--- src/rtl/lc3_program_loader.sv ---
// lc3_program_loader
// Parses an object-image byte frame (origin, count, data words, XOR checksum)
// from a valid/ready byte stream, writes each word through the LC-3 memory
// special load port, and keeps the processor in reset until a complete,
// checksum-valid image has arrived.
module lc3_program_loader #(
    parameter bit CHECK_EN = 1'b1
) (
    input  logic        clk,
    input  logic        reset,
    input  logic [7:0]  in_data,
    input  logic        in_valid,
    output logic        in_ready,
    input  logic        rearm,
    output logic [15:0] MARSpcIn,
    output logic [15:0] MDRSpcIn,
    output logic        ldMARSpcIn,
    output logic        cpu_hold,
    output logic        load_done,
    output logic        load_error
);

    typedef enum logic [3:0] {
        S_ORG_HI,
        S_ORG_LO,
        S_CNT_HI,
        S_CNT_LO,
        S_DAT_HI,
        S_DAT_LO,
        S_WRITE,
        S_CHK,
        S_DONE
    } state_t;

    state_t      r_state;
    logic        r_in_ready;
    logic [15:0] r_addr;
    logic [15:0] r_remaining;
    logic [7:0]  r_csum;
    logic [7:0]  r_dat_hi;
    logic [15:0] r_mar;
    logic [15:0] r_mdr;
    logic        r_ld;
    logic        r_cpu_hold;
    logic        r_load_done;
    logic        r_load_error;
    logic        w_xfer;

    // r_in_ready always tracks the state it was loaded alongside, so a
    // transfer is purely a function of the registered ready and in_valid.
    assign w_xfer     = in_valid & r_in_ready;

    // Ready is forced low while reset is held so no byte appears accepted.
    assign in_ready   = r_in_ready & ~reset;
    assign MARSpcIn   = r_mar;
    assign MDRSpcIn   = r_mdr;
    assign ldMARSpcIn = r_ld;
    assign cpu_hold   = r_cpu_hold;
    assign load_done  = r_load_done;
    assign load_error = r_load_error;

    // Frame parser FSM with its address/count/checksum registers and all
    // registered outputs; ready is updated together with every transition.
    always_ff @(posedge clk) begin
        if (reset) begin
            r_state      <= S_ORG_HI;
            r_in_ready   <= 1'b1;
            r_addr       <= 16'h0000;
            r_remaining  <= 16'h0000;
            r_csum       <= 8'h00;
            r_dat_hi     <= 8'h00;
            r_mar        <= 16'h0000;
            r_mdr        <= 16'h0000;
            r_ld         <= 1'b0;
            r_cpu_hold   <= 1'b1;
            r_load_done  <= 1'b0;
            r_load_error <= 1'b0;
        end else begin
            r_ld <= 1'b0;
            if (w_xfer && (r_state != S_CHK)) begin
                r_csum <= r_csum ^ in_data;
            end
            case (r_state)
                S_ORG_HI: begin
                    if (w_xfer) begin
                        r_addr[15:8] <= in_data;
                        r_state      <= S_ORG_LO;
                    end
                end
                S_ORG_LO: begin
                    if (w_xfer) begin
                        r_addr[7:0] <= in_data;
                        r_state     <= S_CNT_HI;
                    end
                end
                S_CNT_HI: begin
                    if (w_xfer) begin
                        r_remaining[15:8] <= in_data;
                        r_state           <= S_CNT_LO;
                    end
                end
                S_CNT_LO: begin
                    if (w_xfer) begin
                        r_remaining[7:0] <= in_data;
                        if ({r_remaining[15:8], in_data} != 16'h0000) begin
                            r_state <= S_DAT_HI;
                        end else begin
                            r_state <= S_CHK;
                        end
                    end
                end
                S_DAT_HI: begin
                    if (w_xfer) begin
                        r_dat_hi <= in_data;
                        r_state  <= S_DAT_LO;
                    end
                end
                S_DAT_LO: begin
                    // Present the write for the whole S_WRITE cycle.
                    if (w_xfer) begin
                        r_mar      <= r_addr;
                        r_mdr      <= {r_dat_hi, in_data};
                        r_ld       <= 1'b1;
                        r_in_ready <= 1'b0;
                        r_state    <= S_WRITE;
                    end
                end
                S_WRITE: begin
                    r_addr      <= r_addr + 16'd1;
                    r_remaining <= r_remaining - 16'd1;
                    r_in_ready  <= 1'b1;
                    if (r_remaining != 16'd1) begin
                        r_state <= S_DAT_HI;
                    end else begin
                        r_state <= S_CHK;
                    end
                end
                S_CHK: begin
                    if (w_xfer) begin
                        r_load_done <= 1'b1;
                        r_in_ready  <= 1'b0;
                        r_state     <= S_DONE;
                        if (CHECK_EN && (in_data != r_csum)) begin
                            r_load_error <= 1'b1;
                        end else begin
                            r_cpu_hold <= 1'b0;
                        end
                    end
                end
                S_DONE: begin
                    // MAR/MDR deliberately keep their last values across rearm.
                    if (rearm) begin
                        r_cpu_hold   <= 1'b1;
                        r_load_error <= 1'b0;
                        r_load_done  <= 1'b0;
                        r_csum       <= 8'h00;
                        r_in_ready   <= 1'b1;
                        r_state      <= S_ORG_HI;
                    end
                end
                default: begin
                    r_in_ready <= 1'b1;
                    r_state    <= S_ORG_HI;
                end
            endcase
        end
    end

endmodule

--- config.mk ---
export PLATFORM = sky130hd
export DESIGN_NAME = lc3_program_loader
export DESIGN_NICKNAME = d
export VERILOG_FILES = /design/src/rtl/lc3_program_loader.sv
export SDC_FILE = /design/constraint.sdc
export NUM_CORES = 1
export LEC_CHECK = 0
export BUFFER_PORTS_ARGS = -buffer_cell sky130_fd_sc_hd__buf_2
export CORE_MARGIN = 2
export CORE_UTILIZATION = 50
export CTS_BUF_LIST = sky130_fd_sc_hd__clkbuf_8
export DETAILED_ROUTE_END_ITERATION = 10
export PLACE_DENSITY = 0.81
export SLEW_MARGIN = 20
export SYNTH_ARGS = -nofsm -noshare
export SYNTH_HDL_FRONTEND = slang
export SYNTH_SLANG_ARGS = --single-unit
export TNS_END_PERCENT = 1
--- constraint.sdc ---
create_clock -name clk -period 2.35 [get_ports clk]
set_clock_uncertainty 0.15 [all_clocks]
set_input_delay 0.1175 -clock clk [delete_from_list [all_inputs] [get_ports clk]]
set_output_delay 0.1175 -clock clk [all_outputs]
set_load 0.02 [all_outputs]
Word-level counts from Yosys, hierarchy flattened --
Index checks and enable logic that the tools add are counted.
Cells by class: equal/unequal tests 22, reduce and logical (&&, ||, !) cells 22, bitwise gates (word level) 6, $add $sub $neg 2, multiplexer cells 32
Operator list (count):
- $pmux 8 s2 | 4
- $pmux 4 s9 | 1
- $mux 4 | 8
- $mux 8 | 4
- $ne 2x2->1 const B | 10
- $add 16x1->16 const B | 1
- $eq 4x3->1 const B | 4
- $ne 16x1->1 const B | 1
- $reduce_bool 16->1 | 1
- $sub 16x1->16 const B | 1
- $reduce_and 2->1 | 6
- $reduce_bool 2->1 | 5
- $mux 1 | 9
- $eq 4x2->1 const B | 2
- $ne 8x8->1 | 1
- $reduce_and 4->1 | 2
- $reduce_and 8->1 | 1
- $xor 8x8->8 | 1
- $pmux 1 s2 | 3
- $reduce_and 3->1 | 2
- $reduce_or 5->1 | 1
- $eq 4x1->1 const B | 1
- $eq 4x4->1 const B | 1
- $logic_not 4->1 | 1
- other kinds (8) | 13
Word-level totals: input port bits 12, word-level logic and storage cells 98, flip-flop bits (word level) 89

Longest topological paths before layout --
depth after elaboration 5, mapped depth 7, mapped depth without buffers 5

Least setup slack after synthesis --
Ideal clock, no wire load.
path kind register to register, start point register r_remaining[8], end point register r_remaining[15], arrival 2.009 ns, library setup time 0.074 ns, setup slack 0.117 ns, required time 2.126 ns, stages on the path, launching flop included 6, cell sequence dfxtp_1 -> or4_1 -> buf_2 -> or4_4 -> or4_1 -> a31oi_1
On the way: longest elaborated chain between the ends 2
RTL lines:
- start: declaration | RTL line 38 | logic [15:0] r_remaining;
- start signal: assignment | RTL line 98 | r_remaining[15:8] <= in_data;
- start signal: assignment | RTL line 130 | r_remaining <= r_remaining - 16'd1;
- $sub 16x1->16 | RTL line 130
- $pmux 8 s2 | RTL line 83 | case (r_state)
Every way passes these cells. A chain may end at the register's enable or synchronous reset.

Final worst setup path --
Ends and elaborated chain as after synthesis.

==> results by group <==
Outcome
  – Status: finished clean

Routing
  – Vias per Instance: 6.12
  – 1st-iter DRT viols: 404
  – First-pass DRT Iterations: 7
  – WL/cell: 16.4 µm
  – Final wirelength: 11,400 µm
  – Antenna-violating nets left: 0
  – DRC: 0
  – Vias: 4,244

Place
  – Detailed Place HPWL: 7420 µm
  – RePlAce Congestion: 0.887
  – Post-Place Worst Slack: 98.2 ps
  – Number of buffers added on ports: 48

Synth
  – Synth cell types: 59
  – Top_reg_cell synth: dfxtp_1
  – Flops & latches, synth: 89
  – Avg Cell Area, Syn: ~8.0 µm²
  – Top-area cell type share of the netlist area: 0.416
  – Cells after Synth: around 530
  – Part of the Yosys area used for sequential elements: 0.416
  – Ys Warns: 0
  – Largest cells by area after synthesis: dfxtp_1 42%, nand2_1 7.4%, a21oi_1 7.0%
  – Number of enable flip-flop cells after synthesis: 0
  – Post-synth top area cell: dfxtp_1
  – Net Count, Synth: 547
  – Asr flop ratio synth: 0
  – Synth Cell Area: 0.00428 mm²

STA
  – Tcrit/Tclk final: 0.971
  – Tmin final: ~2300 ps
  – Max-slew violations: 0
  – Setup TNS after final layout: 0 ps
  – Final Hold Fails: 0
  – Actual slew at the worst max-slew pin: 683 ps
  – Setup-failing EPs final: 0
  – PnR worst setup slack: 68.2 ps
  – FMAX: 438 MHz
  – RSZ-0062 raised after global routing: no
  – Rel. slew slack: 0.545

Global routing
  – First-pass GRT wire length: 18,700 µm
  – GRT Util Overall: 0.257
  – Met2 usage: 0.413
  – Gr busiest metal: met2
  – GR Layer Usage met3: 0.0559
  – Vias in the first global route: roughly 3,900
  – Grt met1 use: 0.342
  – Grt ovf: 0
  – Pin count of the biggest net entering global routing: 67
  – Initial antenna violation count: 0

Clocking
  – CTS Sinks: between 80 and 90
  – Root Buffer: clkbuf_8
  – H-Tree Depth: 3
  – Worst-skew pair later-pin latency: between 300 and 400 ps
  – Max clock buf depth: 2
  – CTS tree: yes
  – CTS Buf Count: 9
  – Clk slew on worst S/H paths: 100 ps

Critical path
  – FF-to-FF setup slack: approximately 68 ps
  – CP Cell Sequence: or4_4 > or4_4 > or4_1 > a31oi_1
  – Startpoint Class: register
  – CP bufs+invs: 0
  – WP data required: 2490 ps
  – Crit-path slowest cell: or4_4
  – Worst setup path class: register to register
  – Worst setup EP type: register
  – CP arrival: between 2000 and 2500 ps
  – Crit path max-delay family: simple AND/OR/NAND/NOR gates
  – CP peak stage delay: between 500 and 600 ps
  – CP max FO: 7
  – Critical Path Most Common Cell: or4_4

Die
  – Core ar.: 0.00826 mm²
  – Rows: 33
  – IO Pins: 49
  – Die Y: 96.5 µm
  – Initial Utilization: 0.518
  – Die Wd: 96.5 µm
  – Die Footprint: 0.00931 mm²

Cells and area
  – NumNets Final: 599
  – Most common cell after layout, fill and taps aside: dfxtp_1
  – P&R area growth vs syn: 17.5%
  – Fill cells: 699
  – Most frequent cells in the layout: 89 x dfxtp_1, 84 x nand2_1, 60 x a21oi_1
  – ANT cells: 0
  – Fraction of layout cells with a size suffix above 1: 0.163

Pwr
  – P_leak: 1.95 nW
  – Max VDD drop: 0.000497 V
  – Cell area power density: around 610 mW/mm²

Min path
  – Min-delay worst type: input port to register

Job
  – Max Cap Viol: 0
-- per-layer routing --
layer  wire [µm]  up-vias  share of wire
met3         843       30          0.074
met1        4800     2006           0.42
met5           0        -              0
met2        5450      178           0.48
met4         268        0          0.024
li1            -     2030              -
-- kinds of logic (layout without fill, tap and decap cells) --
| logic type | Yosys count | count (layout) | synth area share |
|---|---|---|---|
| multiplexers | 13 | 13 | 0.0307 |
| XOR/XNOR | 19 | 19 | 0.0389 |
| flip-flops | 89 | 89 | 0.416 |
| AND/OR/NAND/NOR | 222 | 222 | 0.260 |
| AO/OA/AOI/OAI | 138 | 138 | 0.202 |
| adder cells (fa/ha/maj) | 3 | 3 | 0.00877 |
| buffers and inverters | 48 | 105 | 0.0436 |
-- worst reg2reg max path: stages (launching register included) --
cell     delay (ps)
dfxtp_1         380
or4_4           560
or4_4           450
or4_1           480
a31oi_1         180
-- synthesized netlist by cell type (6+ instances only) --
master    instances
nand2_1          84
mux2i_1          12
a211oi_1          8
nor3_1           12
nor2_1           33
a21oi_1          60
xnor2_1           9
clkbuf_1         35
a31oi_1          11
nand4_1          16
dfxtp_1          89
nor4_1           10
nand3_1          22
o21ai_0          18
and3_1            6
xor2_1           10
or4_1             6
inv_1             8
-- sequential cells by signal, indices dropped and copies added (netlist names) --
register,cells
MARSpcIn,16
MDRSpcIn,16
r_addr,16
r_remaining,16
r_csum,8
r_dat_hi,8
r_state,4
cpu_hold,1
ldMARSpcIn,1
load_done,1
load_error,1
r_in_ready,1
-- final cells by class --
cell class                 count  area, µm²  area share
multi-input combinational    395       2330       0.464
clock inverter                 7        108      0.0214
clock buffer                   9        124      0.0246
timing repair buffer          80        518       0.103
tap                          105        131      0.0261
inverter                       9       33.8     0.00672
sequential                    89       1780       0.354
-- path summary, 6_finish.rpt --
path                   from               to  depth (start not counted)
max          r_remaining[8]  r_remaining[15]                          4
min                in_valid   r_remaining[0]                          5
max reg2reg  r_remaining[8]  r_remaining[15]                          4
min reg2reg       load_done        load_done                          2
-- power breakdown --
part,internal (mW),total (mW),switching (mW)
Clock,0.623,1.25,0.622
Sequential,1.54,1.58,0.0422
Combinational,0.0991,0.243,0.144
-- metrics by stage --
step | power (mW) | hold WS (ps) | cell area, µm² | utilization | cells
floorplan | 1.77 | 104 | 4280 | - | 532
global placement | 1.83 | 224 | 4690 | 0.568 | 668
detailed placement | 1.84 | 245 | 4690 | 0.568 | 668
CTS | 3.08 | 142 | 5020 | 0.608 | 694
global route | 3.17 | 228 | 5030 | 0.609 | 694
finish | 3.07 | 170 | 5030 | 0.609 | 694
-- timing repair --
item	4_1_cts	5_1_grt
endpoints found under the hold margin	23	0
setup endpoints to repair	0	1
hold buffers	10	0
gates resized for setup	0	1
setup buffers	0	0
Power figures use the tool's default switching activity.
